<file path="src/rtl/pc_sequencer.sv">
// rtl/pc_sequencer.sv - fetch PC sequencer with branch/jump/call/return redirects and exception entry/exit
module pc_sequencer #(
  parameter int              XLEN         = 32,
  parameter logic [XLEN-1:0] RESET_VECTOR = '0,
  parameter logic [XLEN-1:0] EXC_VECTOR   = XLEN'(32'h0000_0080),
  parameter int              JIDX_W       = 28,
  parameter int              RAS_DEPTH    = 4
) (
  input  logic              clk,
  input  logic              rst,
  input  logic              fetch_ready,
  input  logic              stall,
  input  logic              br_taken,
  input  logic [15:0]       br_off,
  input  logic              jump,
  input  logic [JIDX_W-1:0] jidx,
  input  logic              jreg,
  input  logic              call,
  input  logic              ret,
  input  logic [XLEN-1:0]   rs_val,
  input  logic              exc,
  input  logic              eret,
  output logic [XLEN-1:0]   pc,
  output logic              fetch_valid,
  output logic [XLEN-1:0]   epc,
  output logic              ras_empty,
  output logic              ras_full,
  output logic              ras_ovf,
  output logic              ras_udf
);

  localparam int PW = $clog2(RAS_DEPTH);
  localparam int CW = PW + 1;
  localparam logic [XLEN-1:0] ALIGN_MASK = ~XLEN'(3);

  typedef enum logic [1:0] {BOOT, RUN, EXC} state_t;

  state_t          state, state_nxt;
  logic [XLEN-1:0] pc_nxt, epc_nxt;
  logic [XLEN-1:0] pc4, br_tgt, jump_tgt, rs_aligned, ras_top;
  logic [XLEN-1:0] ras_mem [RAS_DEPTH];
  logic [PW-1:0]   wr_ptr, top_ptr;
  logic [CW-1:0]   ras_cnt;
  logic            advance, push, pop, ovf_nxt, udf_nxt;

  assign advance    = (state == RUN) && fetch_ready && !stall;
  assign pc4        = pc + XLEN'(4);
  assign br_tgt     = pc4 + {{(XLEN-18){br_off[15]}}, br_off, 2'b00};
  assign jump_tgt   = {pc4[XLEN-1:JIDX_W+2], jidx, 2'b00};
  assign rs_aligned = rs_val & ALIGN_MASK;
  assign top_ptr    = wr_ptr - PW'(1);
  assign ras_top    = ras_mem[top_ptr];
  assign ras_empty  = (ras_cnt == '0);
  assign ras_full   = (ras_cnt == CW'(RAS_DEPTH));

  always_comb begin
    state_nxt   = state;
    pc_nxt      = pc;
    epc_nxt     = epc;
    push        = 1'b0;
    pop         = 1'b0;
    ovf_nxt     = ras_ovf;
    udf_nxt     = ras_udf;
    fetch_valid = 1'b0;
    case (state)
      BOOT: state_nxt = RUN;
      EXC:  state_nxt = RUN;
      RUN: begin
        fetch_valid = 1'b1;
        // exc and eret act in RUN regardless of stall/fetch_ready
        if (exc) begin
          epc_nxt   = pc;
          pc_nxt    = EXC_VECTOR;
          state_nxt = EXC;
        end else if (eret) begin
          pc_nxt = epc;
        end else if (advance) begin
          if (ret) begin
            if (ras_empty) begin
              pc_nxt  = rs_aligned;
              udf_nxt = 1'b1;
            end else begin
              pc_nxt = ras_top;
              pop    = 1'b1;
            end
          end else if (jreg) begin
            pc_nxt = rs_aligned;
            push   = call;
          end else if (jump) begin
            pc_nxt = jump_tgt;
            push   = call;
          end else if (br_taken) begin
            pc_nxt = br_tgt;
          end else begin
            pc_nxt = pc4;
          end
        end
      end
      default: state_nxt = BOOT;
    endcase
    if (push && ras_full) ovf_nxt = 1'b1;
  end

  always_ff @(posedge clk or negedge rst) begin
    if (!rst) begin
      state   <= BOOT;
      pc      <= RESET_VECTOR & ALIGN_MASK;
      epc     <= '0;
      wr_ptr  <= '0;
      ras_cnt <= '0;
      ras_ovf <= 1'b0;
      ras_udf <= 1'b0;
    end else begin
      state   <= state_nxt;
      pc      <= pc_nxt & ALIGN_MASK;
      epc     <= epc_nxt;
      ras_ovf <= ovf_nxt;
      ras_udf <= udf_nxt;
      // A push while full lands on the oldest slot, so depth saturates
      if (push) begin
        wr_ptr <= wr_ptr + PW'(1);
        if (!ras_full) ras_cnt <= ras_cnt + CW'(1);
      end else if (pop) begin
        wr_ptr  <= top_ptr;
        ras_cnt <= ras_cnt - CW'(1);
      end
    end
  end

  // Entries are only readable while counted, so the array needs no reset
  always_ff @(posedge clk) begin
    if (push) ras_mem[wr_ptr] <= pc4;
  end

endmodule

</file>
<file path="config.mk">
export PLATFORM = sky130hd
export DESIGN_NAME = pc_sequencer
export DESIGN_NICKNAME = d
export VERILOG_FILES = /design/src/rtl/pc_sequencer.sv
export SDC_FILE = /design/constraint.sdc
export NUM_CORES = 1
export LEC_CHECK = 0
export CORE_UTILIZATION = 30
export CTS_CLUSTER_DIAMETER = 80
export DETAILED_ROUTE_END_ITERATION = 16
export PLACE_DENSITY_LB_ADDON = 0.08
export SLEW_MARGIN = 40
export SYNTH_ARGS = -nofsm -noshare
export SYNTH_HDL_FRONTEND = slang
export SYNTH_SLANG_ARGS = --single-unit
</file>
<file path="constraint.sdc">
create_clock -name clk -period 4.13 [get_ports clk]
set_input_delay 1.0325 -clock clk [delete_from_list [all_inputs] [get_ports clk]]
set_output_delay 1.0325 -clock clk [all_outputs]
set_load 0.03 [all_outputs]
</file>
==> results.yml <==
grt:
  grt_antenna_before_repair: 0
  grt_use_met2: 0.3484
  met3_usage: 0.02850
  grt_usage: 0.2253
  grt_max_degree: 62
  grtUsageMet1: 0.3320
  grt_pass1_wl_um: 59220
  grt_pass1_vias: 8815
  top_usage_layer: "met2"
  overflow: 0
setup_path:
  start_kind: "flip-flop"
  critical_path_arrival_ps: 4300
  crit_fanout: 4
  crit_required_ps: 4470
  cp-end-kind: "flip-flop"
  path_class: "flip-flop to flip-flop"
placement:
  hpwl_um: 29090
  place_congestion: 0.8439
  placed_cells: 1645
  portBuffers: 149
timing:
  hold_viol: 0
  period_share: 0.9605
  period_minus_slack_ps: 3967
  setup_viol: 0
  fin_worst_skew_ps: 12.61
  drv_slew: 0
  slew_headroom: 0.4242
  setup_tns_ps: 0
  tightest_slew_ps: 860.5
  clock.fmax_mhz: 252.1
power:
  ir_worst_vdd_mv: 0.3497
  total_power_uw: 8943
  cellLeakagePower_uw: 0.005789
  powerDensity_nw_per_um2: 617.5
yosys:
  ys.warnings.count: 0
  synthFlopType: "edfxtp_1"
  synth_top_area_frac: 0.3321
  syn_inst: 955
  synth_area_leaders: "edfxtp_1 (33%), dfrtp_1 (16%), mux4_2 (6.2%), ha_1 (4.6%), nand2_1 (4.2%)"
  synth-seq-area-share: 0.4912
  netlist.top_cell.by_area: "edfxtp_1"
  yosysUniqueCellTypes: 86
  syn_area_per_cell_sq_um: 11.36
  synth_edf_count: 120
  async_flop_share: 0.3651
  synth_area_sq_um: 10850
  ys_ff_latch: 189
routing:
  viasPerCell: 5.290
  drtIter0Drc: 548
  routed-via-count: 8903
  wl_per_cell_um: 23.98
  drc: 0
  wirelength_um: 40360
  firstDrtPassIters: 7
  drtAntennaViolNets: 0
floorplanning:
  core_sq_um: 35570
  boundaryPins: 156
  die_y_um: 192.2
  die_w_um: 192.2
  rows: 69
  start_util: 0.3051
  die_area_sq_um: 36930
layout:
  final_cell_mix: "clkdlybuf4s50_1 (147), buf_4 (131), nand2_1 (120), edfxtp_1 (120), dfrtp_1 (68)"
  fin_cells: 1683
  fillers: 3481
  final_common_cell: "clkdlybuf4s50_1"
  num_antenna_cells: 0
  final_layout_size_suffix_gt1_frac: 0.2160
  seqCellArea_sq_um: 5331
  multi_input_area_sq_um: 5263
  nets: 1338
  syn2layout_area_growth_pct: 33.48
worst_hold_path:
  hold_class: "flip-flop to flip-flop"
run_status:
  status: "finished clean"
clock_network:
  cts-root-buf: "clkbuf_16"
  cts_num_sinks: 189
  insertion_delay_ps: 450
  tritoncts: "built"
  cts.clk_slew.worst_paths_ps: 70
  htreeDepth: 4
  cts.path.max_buffers: 2
  cts_buffers: 17
flow_run:
  drv_cap: 0
## synthesized netlist by cell type, types with 4 or more instances
master,number
a222oi_1,7
a31oi_1,9
nand2_1,120
mux4_2,30
buf_2,7
a21o_1,14
o21ai_0,38
or3_1,6
a221o_1,5
a21oi_1,45
inv_1,20
clkbuf_1,34
buf_4,4
nor2b_1,5
nand4_1,7
and2_1,12
buf_1,5
nor2_1,59
edfxtp_1,120
nand3_1,26
and3_1,9
o31ai_1,5
xnor2_1,26
o21a_1,4
a221oi_1,4
a31o_2,4
o21ai_1,5
o211ai_1,17
mux2i_1,16
a311oi_1,6
a22oi_1,11
a211oi_1,12
dfrtp_1,69
o22ai_1,8
mux2_2,25
nor3_1,15
xor2_1,26
ha_1,40
a21boi_0,4
nand2b_1,7
## metal layers
layer | up-vias | wire length (um)
met5 | - | 0
met4 | 0 | 325
met3 | 17 | 1833
met2 | 255 | 18520
met1 | 4509 | 19680
li1 | 4122 | -
## stage by stage
stage	utilization	hold WS [ps]	worst slack, ps	area, sq um
5_1_grt	0.4072	490.4	-20.48	14480
3_3_place_gp	0.3859	435.3	-67.25	13720
4_1_cts	0.4040	455.5	14.04	14370
6_report	0.4072	453.0	163.3	14480
2_1_floorplan	-	425.3	55.82	10860
3_5_place_dp	0.3860	445.9	-83.33	13730
## critical path: stages, from the launching register on
cell and delay, ps:
dfrtp_1 390, ha_4 180, and4_4 250, nand3_2 130, or3_4 470, nor2_2 170, xor2_2 180, ha_1 270
o21ai_0 220, a21oi_1 90, o41ai_2 410, a21boi_2 240, a311oi_1 70, a211oi_2 330, xnor2_1 110, a221o_1 330
## report_power, final
group	switching, uW	leakage (uW)	internal (uW)	total [uW]
logic	2480	0.00347	1990	4470
registers	259	0.00200	2380	2640
clock network	755	0.000316	1080	1830
## cell type report
type | instances | area share
inverters | 21 | 0.005443
well taps | 461 | 0.03983
clock buffers | 18 | 0.02963
repair buffers | 286 | 0.1789
flip-flops and latches | 189 | 0.3681
multi-input cells | 694 | 0.3634
clock inverters | 14 | 0.01469
## final timing paths
check / from / endpoint / slack, ps / cells past startpoint
worst max-delay path: pc[2] / pc[31] / 160 / 15
worst min-delay path: state[0] / state[0] / 450 / 1
worst max register to register: pc[2] / pc[31] / 160 / 15
worst min register to register: state[0] / state[0] / 450 / 1
max in group asynchronous: rst / pc[4] / 2850 / 2
min in group asynchronous: rst / epc[9] / 610 / 1
## state kept, by name, summed over array words and instances (netlist names)
name,cells
epc,30
ras_mem,120
wr_ptr,2
ras_cnt,3
pc,30
state,2
ras_ovf,1
ras_udf,1
## kinds of logic after synthesis
group	synth area share
simple gates	0.1252
flops	0.4912
mux	0.1030
buf+inv	0.03102
compound gates	0.1574
other cells	0.0003456
fa+ha+maj	0.04982
xor+xnor	0.04197
## timing repair
action / 4_1_cts / 5_1_grt
buffers inserted: 0 / 6
hold buffers: 0 / 0
endpoints found under the setup margin: 0 / 4
gates resized for setup: 0 / 13
No activity file was read; power rests on OpenSTA's default activity.
